$ cat config.mk
export PLATFORM = sky130hd
export DESIGN_NAME = shift_reg_piso_tx_flat
export DESIGN_NICKNAME = d
export VERILOG_FILES = /design/src/rtl/shift_reg_pkg.sv /design/src/rtl/shift_reg_piso_tx_if.sv /design/src/rtl/piso_bit_counter.sv /design/src/rtl/shift_reg_piso_tx.sv /design/src/flat_wrapper.sv
export SDC_FILE = /design/constraint.sdc
export NUM_CORES = 1
export LEC_CHECK = 0
export BUFFER_PORTS_ARGS = -buffer_cell sky130_fd_sc_hd__buf_2
export CAP_MARGIN = 20
export CORE_AREA = 4 4 41 43
export DETAILED_ROUTE_END_ITERATION = 16
export DIE_AREA = 0 0 45 47
export PLACE_DENSITY = 0.64
export REMOVE_ABC_BUFFERS = 1
export SYNTH_ARGS = -nofsm -noshare
export SYNTH_HDL_FRONTEND = slang
export SYNTH_SLANG_ARGS = --single-unit
$ cat constraint.sdc
create_clock -name clk -period 3.24 [get_ports clk]
set_input_delay 0.648 -clock clk [delete_from_list [all_inputs] [get_ports clk]]
set_output_delay 0.648 -clock clk [all_outputs]
set_load 0.02 [all_outputs]
$ cat src/rtl/shift_reg_pkg.sv
// Shared definitions for the serial shift-register link (PISO transmitter and SIPO receiver).
// Holds the FSM state encoding, the default word width and the frame-length helper.
package shift_reg_pkg;

  typedef enum logic {
    ST_IDLE  = 1'b0,
    ST_SHIFT = 1'b1
  } state_e;

  localparam int unsigned DEFAULT_WIDTH = 32'd4;

  // A frame is the data bits, plus one trailing parity bit when parity is enabled.
  function automatic int unsigned frame_len(input int unsigned width, input bit parity_en);
    int unsigned len;
    if (parity_en) begin
      len = width + 32'd1;
    end else begin
      len = width;
    end
    return len;
  endfunction

endpackage

$ cat src/rtl/shift_reg_piso_tx_if.sv
// Word-in / bit-out bundle of the PISO transmitter.
// The master is the word source and serial-link observer; the slave is the transmitter.
interface shift_reg_piso_tx_if
  import shift_reg_pkg::*;
#(
  parameter int unsigned WIDTH = DEFAULT_WIDTH
);

  logic [WIDTH-1:0] din;
  logic             din_valid;
  logic             din_ready;
  logic             sdo;
  logic             sdo_valid;
  logic             busy;
  logic             done;

  modport master (
    output din, din_valid,
    input  din_ready, sdo, sdo_valid, busy, done
  );

  modport slave (
    input  din, din_valid,
    output din_ready, sdo, sdo_valid, busy, done
  );

endinterface

$ cat src/rtl/piso_bit_counter.sv
// Loadable up-counter that tracks the bit position inside a serial frame.
// tc flags that the count has reached TERM, which is the last bit of the frame.
module piso_bit_counter #(
  parameter int unsigned       CNT_W = 32'd3,
  parameter logic [CNT_W-1:0]  TERM  = {CNT_W{1'b1}}
) (
  input  logic             clk,
  input  logic             reset,
  input  logic             load,
  input  logic             inc,
  output logic [CNT_W-1:0] cnt,
  output logic             tc
);

  logic [CNT_W-1:0] cnt_q;
  logic [CNT_W-1:0] cnt_d;

  // Next count: load clears to the first bit position and takes priority over increment.
  always_comb begin
    cnt_d = cnt_q;
    if (load) begin
      cnt_d = {CNT_W{1'b0}};
    end else if (inc) begin
      cnt_d = cnt_q + CNT_W'(1);
    end else begin
      cnt_d = cnt_q;
    end
  end

  // Count register.
  always_ff @(posedge clk or posedge reset) begin
    if (reset) begin
      cnt_q <= {CNT_W{1'b0}};
    end else begin
      cnt_q <= cnt_d;
    end
  end

  assign cnt = cnt_q;
  assign tc  = (cnt_q == TERM);

endmodule

$ cat src/rtl/shift_reg_piso_tx.sv
// Parallel-in/serial-out transmitter: sends an accepted word MSB-first, one bit per clk.
// Define PISO_PARITY_EN to append an even-parity bit to every frame.
module shift_reg_piso_tx
  import shift_reg_pkg::*;
#(
  parameter int unsigned WIDTH      = DEFAULT_WIDTH,
  parameter logic        IDLE_LEVEL = 1'b0
) (
  input  logic                 clk,
  input  logic                 reset,
  shift_reg_piso_tx_if.slave   bus
);

`ifdef PISO_PARITY_EN
  localparam bit PARITY_EN = 1'b1;
`else
  localparam bit PARITY_EN = 1'b0;
`endif

  localparam int unsigned      FRAME_LEN = frame_len(WIDTH, PARITY_EN);
  localparam int unsigned      CNT_W     = $clog2(WIDTH + 32'd1);
  localparam logic [CNT_W-1:0] LAST_CNT  = CNT_W'(FRAME_LEN - 32'd1);

  state_e           state_q;
  state_e           state_d;
  logic [WIDTH-1:0] shreg_q;
  logic [WIDTH-1:0] shreg_d;
  logic             sdo_q;
  logic             sdo_d;
  logic             sdo_valid_q;
  logic             sdo_valid_d;
  logic             busy_q;
  logic             busy_d;
  logic             done_q;
  logic             done_d;

  logic [CNT_W-1:0] cnt_s;
  logic [CNT_W-1:0] cnt_nxt_s;
  logic             tc_s;
  logic             cnt_load_s;
  logic             cnt_inc_s;
  logic             din_ready_s;
  logic             accept_s;

`ifdef PISO_PARITY_EN
  localparam logic [CNT_W-1:0] PAR_CNT = CNT_W'(WIDTH);

  logic parity_q;
  logic parity_d;

  function automatic logic even_parity(input logic [WIDTH-1:0] word);
    return ^word;
  endfunction
`endif

  piso_bit_counter #(
    .CNT_W (CNT_W),
    .TERM  (LAST_CNT)
  ) u_bit_counter (
    .clk   (clk),
    .reset (reset),
    .load  (cnt_load_s),
    .inc   (cnt_inc_s),
    .cnt   (cnt_s),
    .tc    (tc_s)
  );

  // Ready while idle, and on the last bit of a frame so a new word can follow with no gap.
  assign din_ready_s = (state_q == ST_IDLE) || tc_s;
  assign accept_s    = bus.din_valid && din_ready_s;
  assign cnt_nxt_s   = cnt_s + CNT_W'(1);

  // Next state and next registered outputs; each flop holds the value shown in the following cycle.
  always_comb begin
    state_d     = state_q;
    shreg_d     = shreg_q;
    sdo_d       = IDLE_LEVEL;
    sdo_valid_d = 1'b0;
    busy_d      = 1'b0;
    done_d      = 1'b0;
    cnt_load_s  = 1'b0;
    cnt_inc_s   = 1'b0;
`ifdef PISO_PARITY_EN
    parity_d    = parity_q;
`endif
    if (accept_s) begin
      state_d     = ST_SHIFT;
      shreg_d     = bus.din;
      sdo_d       = bus.din[WIDTH-1];
      sdo_valid_d = 1'b1;
      busy_d      = 1'b1;
      cnt_load_s  = 1'b1;
`ifdef PISO_PARITY_EN
      parity_d    = even_parity(bus.din);
`endif
    end else begin
      case (state_q)
        ST_SHIFT: begin
          if (tc_s) begin
            state_d = ST_IDLE;
          end else begin
            state_d     = ST_SHIFT;
            cnt_inc_s   = 1'b1;
            // Rotate rather than shift so the register never drops bits it still owns.
            shreg_d     = {shreg_q[WIDTH-2:0], shreg_q[WIDTH-1]};
            sdo_d       = shreg_q[WIDTH-2];
            sdo_valid_d = 1'b1;
            busy_d      = 1'b1;
            done_d      = (cnt_nxt_s == LAST_CNT);
`ifdef PISO_PARITY_EN
            if (cnt_nxt_s == PAR_CNT) begin
              sdo_d = parity_q;
            end else begin
              sdo_d = shreg_q[WIDTH-2];
            end
`endif
          end
        end
        ST_IDLE: begin
          state_d = ST_IDLE;
        end
        default: begin
          state_d = ST_IDLE;
        end
      endcase
    end
  end

  // State, shifter and output registers; reset aborts any frame in flight at once.
  always_ff @(posedge clk or posedge reset) begin
    if (reset) begin
      state_q     <= ST_IDLE;
      shreg_q     <= {WIDTH{1'b0}};
      sdo_q       <= IDLE_LEVEL;
      sdo_valid_q <= 1'b0;
      busy_q      <= 1'b0;
      done_q      <= 1'b0;
    end else begin
      state_q     <= state_d;
      shreg_q     <= shreg_d;
      sdo_q       <= sdo_d;
      sdo_valid_q <= sdo_valid_d;
      busy_q      <= busy_d;
      done_q      <= done_d;
    end
  end

`ifdef PISO_PARITY_EN
  // Parity of the word being sent, captured at accept.
  always_ff @(posedge clk or posedge reset) begin
    if (reset) begin
      parity_q <= 1'b0;
    end else begin
      parity_q <= parity_d;
    end
  end
`endif

  assign bus.din_ready = din_ready_s;
  assign bus.sdo       = sdo_q;
  assign bus.sdo_valid = sdo_valid_q;
  assign bus.busy      = busy_q;
  assign bus.done      = done_q;

endmodule

$ cat src/flat_wrapper.sv
// flat-port wrapper written by rule: the top's interface ports become plain ports
module shift_reg_piso_tx_flat import shift_reg_pkg::*;
#(
  parameter int unsigned WIDTH      = DEFAULT_WIDTH,
  parameter logic        IDLE_LEVEL = 1'b0
)
  (clk, reset, bus_din, bus_din_valid, bus_din_ready, bus_sdo, bus_sdo_valid, bus_busy, bus_done);
  shift_reg_piso_tx_if #(.WIDTH(WIDTH)) bus_i ();
  input  logic clk;
  input  logic reset;
  input wire logic [$bits(bus_i.din)-1:0] bus_din;
  input wire logic [$bits(bus_i.din_valid)-1:0] bus_din_valid;
  output wire logic [$bits(bus_i.din_ready)-1:0] bus_din_ready;
  output wire logic [$bits(bus_i.sdo)-1:0] bus_sdo;
  output wire logic [$bits(bus_i.sdo_valid)-1:0] bus_sdo_valid;
  output wire logic [$bits(bus_i.busy)-1:0] bus_busy;
  output wire logic [$bits(bus_i.done)-1:0] bus_done;
  assign bus_i.din = bus_din;
  assign bus_i.din_valid = bus_din_valid;
  assign bus_din_ready = bus_i.din_ready;
  assign bus_sdo = bus_i.sdo;
  assign bus_sdo_valid = bus_i.sdo_valid;
  assign bus_busy = bus_i.busy;
  assign bus_done = bus_i.done;
  shift_reg_piso_tx #(.WIDTH(WIDTH), .IDLE_LEVEL(IDLE_LEVEL)) u_core (.clk(clk), .reset(reset), .bus(bus_i));
endmodule
-- Word level (Yosys, flattened, before mapping)
Cells that the tools add are included.
Widths: inputs -> output; s select.
- add/subtract/negate cells: 1
- bitwise logic cells: 1
- reductions and logical operators: 5
- equal/unequal tests: 3
- muxes and demuxes: 18
- operator list (kind ; count):
    $mux 1 ; 12
    $mux 4 ; 3
    $eq 3x2->1 const B ; 2
    $mux 3 ; 2
    $reduce_bool 2->1 ; 2
    $add 3x1->3 const B ; 1
    $ne 2x2->1 const B ; 1
    $pmux 1 s2 ; 1
    $reduce_and 2->1 ; 1
    $logic_and 1x1->1 ; 1
    $logic_or 1x1->1 ; 1
    $not 1->1 ; 1
- input bits: 7
- register bits: 11
- word-level logic and storage cells: 34

-- Longest topological paths before layout
- word-level depth: 6
- gate-level depth with buffers: 6
- gate-level depth less buffers: 6

-- Modules after synthesis
From an unflattened synthesis, not the netlist that was laid out.
- cell total of the unflattened synthesis: 40
- area total of the unflattened synthesis: 504.2 µm²
- modules (own cells, without submodules) (module ; area each (µm²) ; times used ; cells an instance ; seq. area each (µm²)):
    shift_reg_piso_tx ; 359.1 ; 1 ; 27 ; 175.2
    piso_bit_counter ; 145.1 ; 1 ; 13 ; 75.1

-- Least setup slack after synthesis
No wires, ideal clock.
- path kind: register to output
- start: register u_core.u_bit_counter.cnt_q[0], in the netlist u_core.u_bit_counter.cnt[0]
- end: output port bus_din_ready
- data arrival time: 1.050 ns
- path buffers: 0
- slack: 1.542 ns
- cell stages (with the launch flop): 5
- required time: 2.592 ns
- cells stage by stage: dfrtp_1 -> ha_1 -> ha_1 -> nor2b_4 -> inv_1
- cells in the longest elaborated chain, start to end: 2
- ends and longest elaborated chain (item ; RTL line ; source):
    start: declaration ; piso_bit_counter.sv:15 ; logic [CNT_W-1:0] cnt_q;
    start signal: assignment ; piso_bit_counter.sv:33 ; cnt_q <= {CNT_W{1'b0}};
    start signal: assignment ; piso_bit_counter.sv:35 ; cnt_q <= cnt_d;
    $eq 3x2->1 ; piso_bit_counter.sv:40 ; assign tc = (cnt_q == TERM);
    $logic_or 1x1->1 ; shift_reg_piso_tx.sv:69 ; assign din_ready_s = (state_q == ST_IDLE) || tc_s;
    end: declaration ; flat_wrapper.sv:13 ; output wire logic [$bits(bus_i.din_ready)-1:0] bus_din_ready;
No other way between the ends.

-- Final worst setup path
Ends and elaborated chain as after synthesis.

==> metrics.txt <==
Startpoint Class flop; Worst path slowest cell dfrtp_1; GPL Wtd Cong between 0.6 and 0.7; Unique masters post-synth 16; CTS root buf clkbuf_4; Clock power frac 0.198; R2R Setup Slk roughly 1800 ps; number of diodes 0; first-pass GRT wire length 1.345 mm; grt ovf 0; endpoint class of the critical path primary output; Worst-Margin Slew 372.8 ps; layout cell share with drive strength beyond 1 0.3333; DR vias about 310; Max Clock Freq approximately 0.44 GHz; # IOs 12; share of the synthesized area in the top cell type 0.5263; RSZ-0062 raised after global routing no; initial antenna violation count 0; largest cells by area after synthesis dfrtp_1 53%, mux2i_1 11%, ha_1 7.9%; setup violators final 0; crit-path max FO 11; worst-path cell chain ha_1, ha_1, nor2b_4, inv_1, buf_2; clock latency on the worst-skew pair 260 ps; main combinational cell family by area after synthesis simple AND/OR/NAND/NOR gates; mux cell area share after synthesis 0.1053; fin crit period 2276 ps; Avg Cell Area, Syn around 11 µm²; Slew Limit Fails 0; H-tree depth 1; cts bufs inserted 3; fin crit share 0.7024; final hold vios 0; Reg clk slew, reported paths about 60 ps; internal power 343.6 µW; vias per cell roughly 4.6; VDD IR-drop max ~0.52 mV; Overall Global Routing Usage 0.09237; register area share after synthesis 0.5263; Synthesis Warnings 0; die width approximately 45 µm; Port Buffer Count 11; Comb pwr share 0.409; kind of critical path reg -> out; initial detailed-routing violation count 0; DIE AREA around 2100 µm²; Max-Cap Viols 0; # DRC 0; largest stage delay on the critical path roughly 400 ps; Die Y roughly 47 µm; sequential share of power 0.393; PwrDens between 900 and 1000 nW/µm²; simple-gate share of the synthesized area 0.1368; relative max-transition margin 0.7512; Compound-Gate Fraction of Synth Area 0.07105; antenna violation net count after detailed routing 0; arrival time at the worst endpoint roughly 1600 ps; buffer count from post-CTS setup fixing 0; initial core utilization 0.3654; Synth Cell Area around 480 µm²; R2R Path End u_core.u_bit_counter.cnt[0]$_DFFE_PP0P_; Switch Pwr 204.3 µW; switching fraction of total power 0.3729; vias in the first global route about 330; worst r2r path cells 6; Syn Inst Count 42; Layout Nets 65; setup TNS 0 ps; fin cells approximately 70; Critical Path RT 2590 ps; Critical R2R Launch u_core.u_bit_counter.cnt[0]$_DFFE_PP0P_; wire per inst around 11 µm; TritonCTS clock tree yes; Max Buffers Root-to-Sink 2; core area between 1000 and 1500 µm²; most frequent CP cell ha_1; Synth Area in XOR/XNOR 0; PostCTS Resize Cnt 0; CTS Sinks 10; Leak slightly above 0.3 nW; status complete, no violations; Total Wirelength 739 µm; # placed instances 65; Worst Hold Class in -> async; Area Overhead vs Synth 18.16%; Rows 13; FF+latch count, synth 10; Pre-antenna DRT Iters 1; cts hold-fix bufs 0; largest net degree at the start of global routing 12; area leader, netlist dfrtp_1; skew final 1.432 ps; post-synthesis adder-cell area fraction 0.07895
-- power by group through the flow --
stage,clock network [mW],registers (mW),logic (mW)
2_1_floorplan,0,0.237,0.143
5_1_grt,0.116,0.223,0.262
4_1_cts,0.112,0.217,0.230
3_5_place_dp,0,0.219,0.229
3_3_place_gp,0,0.214,0.225
6_report,0.109,0.215,0.224
-- layout make-up --
cell class	count	area (µm²)
clock buffer	4	36.28
fill	138	739.5
inverter	4	15.01
multi-input combinational	25	186.4
sequential	10	250.2
tap	15	18.77
timing repair buffer	11	55.05
-- sequential cells by signal (all words and copies together), names as in the netlist --
register	cells
u_core.bus.done	1
u_core.u_bit_counter.cnt	3
u_core.shreg_q	4
u_core.bus.sdo	1
u_core.bus.sdo_valid	1
-- worst max path at each step --
stage	startpoint	to	cells past startpoint
2_1_floorplan	u_core.u_bit_counter.cnt[0]$_DFFE_PP0P_	bus_din_ready	4
3_3_place_gp	u_core.u_bit_counter.cnt[0]$_DFFE_PP0P_	bus_din_ready	5
3_5_place_dp	u_core.u_bit_counter.cnt[0]$_DFFE_PP0P_	bus_din_ready	5
4_1_cts	u_core.u_bit_counter.cnt[0]$_DFFE_PP0P_	bus_din_ready	5
5_1_grt	u_core.u_bit_counter.cnt[0]$_DFFE_PP0P_	bus_din_ready	5
6_report	u_core.u_bit_counter.cnt[0]$_DFFE_PP0P_	bus_din_ready	5
-- logic make-up (layout without fill, tap and decap cells) --
group	count (synthesis)	count (layout)
AOI/OAI and AO/OA	6	6
DFF	10	10
and+or+nand+nor	11	11
muxes	5	5
buffers and inverters	7	19
adders and majority gates	3	3
-- layout by cell type (no fill, tap or decap), drive strengths merged --
| master | Yosys | layout |
|---|---|---|
| buf | 3 | 11 |
| dfrtp | 10 | 10 |
| o21ai | 6 | 6 |
| mux2i | 5 | 5 |
| nand2 | 5 | 5 |
| inv | 4 | 4 |
| clkbuf | 0 | 4 |
| ha | 3 | 3 |
| nor2b | 1 | 1 |
| nand2b | 1 | 1 |
| nand3b | 1 | 1 |
| nand3 | 1 | 1 |
| and3 | 1 | 1 |
| or3 | 1 | 1 |
-- cell usage after synthesis, drive strengths merged --
cell type and count:
inv 4, nor2b 1, nand2b 1, o21ai 6, dfrtp 10, ha 3, buf 3, nand2 5
or3 1, mux2i 5, nand3 1, nand3b 1, and3 1
-- through the flow --
| stage | area [µm²] | hold slack, ps | utilization | power [mW] | setup WS (ps) |
|---|---|---|---|---|---|
| global route | 561.8 | 370.6 | 0.4317 | 0.6018 | 826.6 |
| global placement | 525.5 | 460.2 | 0.4038 | 0.4396 | 1245 |
| floorplan | 451.7 | 449.2 | - | 0.3802 | 1443 |
| CTS | 561.8 | 354.1 | 0.4317 | 0.5588 | 939.9 |
| detailed placement | 525.5 | 474.0 | 0.4038 | 0.4472 | 1229 |
| finish | 561.8 | 348.1 | 0.4317 | 0.5479 | 964.1 |
-- worst max-delay path, delay by kind of cell (launching register included) --
kind,cells,cell delay [ps]
flops,1,400
simple gates,1,210
buf+inv,2,340
fa+ha+maj,2,420
-- per-layer routing --
layer  global-route usage  vias to the layer above  part of all wire
met5                    0                        -                 0
met4              0.01754                        0                 0
met3              0.05747                        0             0.062
met2               0.1610                        7              0.52
met1              0.09547                      148              0.42
li1                     -                      159                 -
Note: power is estimated with default switching activity, not from simulation.
